$ cat config.mk
export PLATFORM = sky130hd
export DESIGN_NAME = traffic_phase_scheduler
export DESIGN_NICKNAME = d
export VERILOG_FILES = /design/src/rtl/traffic_phase_scheduler.sv
export SDC_FILE = /design/constraint.sdc
export NUM_CORES = 1
export LEC_CHECK = 0
export BUFFER_PORTS_ARGS = -buffer_cell sky130_fd_sc_hd__buf_2
export CAP_MARGIN = 20
export CORE_AREA = 2 2 75 95
export DETAILED_ROUTE_END_ITERATION = 10
export DIE_AREA = 0 0 77 97
export PLACE_DENSITY = 0.61
export SYNTH_ARGS = -nofsm -noshare
export SYNTH_HDL_FRONTEND = slang
export SYNTH_SLANG_ARGS = --single-unit
$ cat constraint.sdc
create_clock -name clk -period 3.95 [get_ports clk]
set_input_delay 0.1975 -clock clk [delete_from_list [all_inputs] [get_ports clk]]
set_output_delay 0.1975 -clock clk [all_outputs]
set_load 0.03 [all_outputs]
$ cat src/rtl/traffic_phase_scheduler.sv
// rtl/traffic_phase_scheduler.sv - demand-actuated four-way intersection phase scheduler
//
// Grants green to one approach at a time (N, S, E, W) from latched vehicle
// demand, with minimum/maximum green, yellow and all-red clearance, and
// emergency preemption. All timing is in ticks from an internal prescaler.
//
// Ports:
//   clk          system clock
//   rst_a        synchronous active-high reset
//   req[3:0]     vehicle detect per approach (bit0=N, bit1=S, bit2=E, bit3=W)
//   preempt      emergency preemption request (level)
//   preempt_dir  approach to preempt to, valid while preempt=1
//   green[3:0]   green lamp per approach
//   yellow[3:0]  yellow lamp per approach
//   red[3:0]     red lamp per approach
//   active_dir   approach currently owning the phase
//   phase        0=IDLE, 1=GREEN, 2=YELLOW, 3=ALLRED
//   tick         one-cycle timing pulse
module traffic_phase_scheduler #(
  parameter int TICK_DIV  = 50000000,
  parameter int MIN_GREEN = 4,
  parameter int MAX_GREEN = 8,
  parameter int YELLOW_T  = 3,
  parameter int ALLRED_T  = 1
) (
  input  logic       clk,
  input  logic       rst_a,
  input  logic [3:0] req,
  input  logic       preempt,
  input  logic [1:0] preempt_dir,
  output logic [3:0] green,
  output logic [3:0] yellow,
  output logic [3:0] red,
  output logic [1:0] active_dir,
  output logic [1:0] phase,
  output logic       tick
);

  localparam logic [1:0] PH_IDLE   = 2'd0;
  localparam logic [1:0] PH_GREEN  = 2'd1;
  localparam logic [1:0] PH_YELLOW = 2'd2;
  localparam logic [1:0] PH_ALLRED = 2'd3;

  localparam int PW = (TICK_DIV > 1) ? $clog2(TICK_DIV) : 1;
  localparam logic [PW-1:0] PRE_LAST = PW'(TICK_DIV - 1);

  localparam int TW = 16;
  localparam logic [TW-1:0] MIN_LAST = TW'(MIN_GREEN - 1);
  localparam logic [TW-1:0] MAX_LAST = TW'(MAX_GREEN - 1);
  localparam logic [TW-1:0] YEL_LAST = TW'(YELLOW_T - 1);
  localparam logic [TW-1:0] ARD_LAST = TW'(ALLRED_T - 1);

  logic [PW-1:0] presc_q, presc_d;
  logic [TW-1:0] timer_q, timer_d;
  logic [3:0]    pending_q, pending_d;
  logic [1:0]    phase_q, phase_d;
  logic [1:0]    dir_q, dir_d;

  logic          tick_w;
  logic [3:0]    set_mask;
  logic [3:0]    eff_pend;
  logic          has_win;
  logic [1:0]    win;
  logic          other;
  logic          grant;
  logic          end_green;

  assign tick_w     = (presc_q == PRE_LAST);
  assign tick       = tick_w;
  assign phase      = phase_q;
  assign active_dir = dir_q;

  // Demand of the approach already holding green is not latched; a same-cycle
  // request takes part in this cycle's winner evaluation via eff_pend.
  always_comb begin
    set_mask = req;
    if (phase_q == PH_GREEN) begin
      set_mask[dir_q] = 1'b0;
    end
    eff_pend = pending_q | set_mask;
  end

  // Round-robin search starts just after the current owner; scanning k from 4
  // down to 1 lets the nearest pending approach overwrite farther ones. k=4
  // wraps back to the owner itself, so it only wins when nothing else pends.
  always_comb begin
    logic [1:0] idx;
    idx     = 2'd0;
    has_win = 1'b0;
    win     = dir_q;
    if (preempt) begin
      has_win = 1'b1;
      win     = preempt_dir;
    end else begin
      for (int k = 4; k >= 1; k--) begin
        idx = dir_q + 2'(k);
        if (eff_pend[idx]) begin
          has_win = 1'b1;
          win     = idx;
        end
      end
    end
  end

  assign other = |(eff_pend & ~(4'b0001 << dir_q));

  // Green ends on preemption to another approach, or under competing demand
  // on gap-out (owner's detector idle past minimum) or max-out.
  always_comb begin
    end_green = 1'b0;
    if (preempt) begin
      end_green = (preempt_dir != dir_q);
    end else if (other) begin
      end_green = ((timer_q >= MIN_LAST) && !req[dir_q]) || (timer_q == MAX_LAST);
    end
  end

  always_comb begin
    presc_d   = tick_w ? '0 : presc_q + PW'(1);
    phase_d   = phase_q;
    dir_d     = dir_q;
    timer_d   = timer_q;
    pending_d = eff_pend;
    grant     = 1'b0;

    if (tick_w) begin
      case (phase_q)
        PH_IDLE: begin
          grant = has_win;
        end
        PH_GREEN: begin
          if (end_green) begin
            phase_d = PH_YELLOW;
            timer_d = '0;
          end else if (timer_q < MAX_LAST) begin
            timer_d = timer_q + TW'(1);
          end
        end
        PH_YELLOW: begin
          if (timer_q == YEL_LAST) begin
            phase_d = PH_ALLRED;
            timer_d = '0;
          end else begin
            timer_d = timer_q + TW'(1);
          end
        end
        default: begin
          if (timer_q == ARD_LAST) begin
            grant   = has_win;
            phase_d = PH_IDLE;
            timer_d = '0;
          end else begin
            timer_d = timer_q + TW'(1);
          end
        end
      endcase
    end

    if (grant) begin
      phase_d        = PH_GREEN;
      dir_d          = win;
      timer_d        = '0;
      pending_d[win] = 1'b0;
    end
  end

  always_ff @(posedge clk) begin
    if (rst_a) begin
      presc_q   <= '0;
      timer_q   <= '0;
      pending_q <= '0;
      phase_q   <= PH_IDLE;
      dir_q     <= 2'd3;
    end else begin
      presc_q   <= presc_d;
      timer_q   <= timer_d;
      pending_q <= pending_d;
      phase_q   <= phase_d;
      dir_q     <= dir_d;
    end
  end

  // Moore lamp decode: at most one approach is ever off red.
  always_comb begin
    green  = 4'b0000;
    yellow = 4'b0000;
    red    = 4'b1111;
    if (phase_q == PH_GREEN) begin
      green[dir_q] = 1'b1;
      red[dir_q]   = 1'b0;
    end else if (phase_q == PH_YELLOW) begin
      yellow[dir_q] = 1'b1;
      red[dir_q]    = 1'b0;
    end
  end

endmodule

==> results.json <==
{
  "initial_utilization_pct": 44.4,
  "hold_path.class": "in -> reg",
  "required_ns": 4.12,
  "power.combinational.fraction_pct": 4.8,
  "clk_root_buffer_cell": "clkbuf_8",
  "synthDominantAreaCellType": "dfxtp_1",
  "detail_route.drc_violations": 0,
  "hold_viol": 0,
  "timing_max_transition_violations_final": 0,
  "ys_dominant_reg_cell": "dfxtp_1",
  "die_width_um": 77,
  "ys_top_cells_by_area": "dfxtp_1 35%, nor2_1 6.5%, xnor2_1 5.8%",
  "wl_per_cell_um": 13.4,
  "setup.worst_path.class": "reg -> reg",
  "cts_tree": "yes",
  "die_area_um2": 7470,
  "cts_post_setup_buffers_inserted": 0,
  "cts.path.max_buffers": 2,
  "synth.net_count": 386,
  "arrival_ns": 3.35,
  "final_core_utilization_pct": 49.5,
  "totalWireLength_um": 6340,
  "chipHeight_um": 97,
  "post_synth.cell_area_avg_um2": 7.93,
  "drt_iter0_drc": 204,
  "leakagePower_uw": 0.00120,
  "final.setup.worst_slack_ns": 0.773,
  "yosysWarnings": 0,
  "synth-edff-count": 0,
  "layout-drive-gt1-share_pct": 11.1,
  "post-synth-top-area-fraction_pct": 34.6,
  "number_of_flip_flops_and_latches_in_the_synthesized_netlist": 50,
  "finalCritPeriodShare_pct": 80.4,
  "fmaxAchievable_ghz": 0.315,
  "post_cts_resize_count": 0,
  "dp_slack_ns": 0.762,
  "yosysSeqAreaShare_pct": 34.6,
  "global_route.overflow_total": 0,
  "worst_skew_pair.late_latency_ns": 0.30,
  "setup_tns_ns": 0,
  "final_setup_violations": 0,
  "crit_path_start_kind": "register",
  "place.gp.congestion": 0.823,
  "multiInputGateArea_um2": 1760,
  "netlist_instances": 365,
  "drtAntennaViolNets": 0,
  "dp.final_hpwl_um": 4660,
  "switchingPower_uw": 203,
  "synth_async_sr_flop_share_pct": 0,
  "viasPerCell": 5.46,
  "post-route-min-period_ns": 3.18,
  "clkSlewWorstSetupHoldPaths_ns": 0.10,
  "area.growth.synth_to_final_pct": 11.5,
  "tritoncts_num_sinks": 50,
  "cts_htree_levels": 2,
  "clkPwrFrac_pct": 43.8,
  "outcome": "completed",
  "peakVddDrop_mv": 0.177,
  "design.core.area_um2": 6520,
  "cp-end-kind": "register",
  "boundaryPins": 26,
  "seq_power_share_pct": 51.5,
  "antenna_found_initial": 0,
  "place.port_buffers": 25,
  "internal_power_uw": 797,
  "grt_pass1_wl_um": 11000,
  "first_global_vias": 2452,
  "total_grt_usage_pct": 17.5,
  "largest_net_degree_at_the_start_of_global_routing": 26,
  "antenna_cells_inserted": 0,
  "post_cts_hold_buffer_count": 0,
  "number_of_buffers_created_by_cts": 5,
  "path_max_fanout": 16,
  "power-per-cell-area_nw_per_um2": 310,
  "core.rowCount": 33,
  "rsz0062_at_grt": "false",
  "timing.max_cap.violations": 0,
  "register_area_um2": 1000,
  "tightest_slew_ns": 0.640,
  "slew_headroom_pct": 57.3,
  "synth_cell_type_count": 52,
  "nFillCells": 695,
  "final.setup_skew_ns": 0.0112,
  "sw_frac_of_total_pct": 20.3,
  "netlist_area_um2": 2890,
  "detail_route.first_pass.iterations": 4,
  "final_nets": 406,
  "num_vias": 2584
}
==> flip-flops by register name (all words and copies together) (netlist names) <==
name,count
timer_q,16
active_dir,2
pending_q,4
phase,2
presc_q,26
==> final timing paths <==
| kind | start | endpoint | slack (ns) | depth (start not counted) |
|---|---|---|---|---|
| worst max-delay path | active_dir[1] | timer_q[10] | 0.77 | 8 |
| worst min-delay path | rst_a | presc_q[2] | 0.22 | 2 |
| worst max register to register | active_dir[1] | timer_q[10] | 0.77 | 8 |
| worst min register to register | presc_q[0] | presc_q[0] | 0.44 | 1 |
==> layout make-up <==
class                           instances  area share (%)
Tap cell                               87            3.37
Clock inverter                          2            1.86
Timing Repair Buffer                   27            4.34
Multi-Input combinational cell        282            54.7
Sequential cell                        50            31.0
Inverter                               19            2.21
Clock buffer                            6            2.56
==> worst max-delay path, stage by stage (launching register included) <==
cell and delay (ns):
dfxtp_1 0.62, inv_1 0.15, ha_1 0.26, o21bai_1 0.16, a41o_1 0.26, o2111ai_1 0.25, nand4_1 0.50, o21ai_2 0.72
nor2_1 0.12
==> power groups by stage <==
stage,clock network (uW),registers (uW),logic (uW)
global placement,0,526,47.3
floorplan,0,525,33.6
finish,438,515,47.8
global route,473,515,54.2
detailed placement,0,526,48.3
CTS,452,515,48.3
==> logic make-up after synthesis <==
family | share of synthesized area (%)
AND/OR/NAND/NOR | 29.8
AO/OA/AOI/OAI | 13.4
flip-flops | 34.6
XOR/XNOR | 9.99
buffers and inverters | 4.45
adder cells (fa/ha/maj) | 5.19
multiplexers | 2.55
==> stage by stage <==
step                hold slack [ns]  instance area, um2  cells  power, uW
floorplan                     0.412                2890    365        558
global placement              0.426                3090    465        573
detailed placement            0.431                3090    465        575
CTS                           0.216                3230    473       1010
global route                  0.245                3230    473       1040
finish                        0.223                3230    473       1000
==> placed cells by master (no fill, tap or decap), drive strengths merged, types with 2 or more instances in the layout <==
cell type   n
nor2       50
o211ai      3
a31oi       2
or2         2
nand4      14
dfxtp      50
and2        6
clkbuf      6
nand2      34
or4         2
ha         12
nand3      15
and3        7
o31ai       2
a21boi      2
xor2       14
nor4        7
xnor2      19
a211oi      5
buf        27
o21ai      15
o21bai      4
o2111ai     2
and4        3
inv        19
or3         9
nor2b       2
bufinv      2
a21oi      14
mux2i       4
nor3       16
==> metal layers <==
metal	share of wire, %	up-vias	global-route usage, %	routed length, um
met5	0	-	0	0
met4	1.1	0	4.95	72
met3	3.5	8	3.36	220
met2	49	54	31.4	3080
met1	47	1200	21.2	2970
li1	-	1322	-	-
==> synthesized netlist by cell type, drive strengths merged (2+ instances only) <==
master,number
and2,6
nor3,16
nor4,7
a21oi,14
clkbuf,10
nor2b,2
and4,3
a31oi,2
o211ai,3
o21ai,15
nor2,50
a21boi,2
a211oi,5
xnor2,19
o31ai,2
or4,2
or2,2
and3,7
nand2,34
o21bai,4
xor2,14
nand3,15
o2111ai,2
buf,4
dfxtp,50
mux2i,4
inv,19
nand4,14
ha,12
or3,9
(Power assumes the default switching activity.)
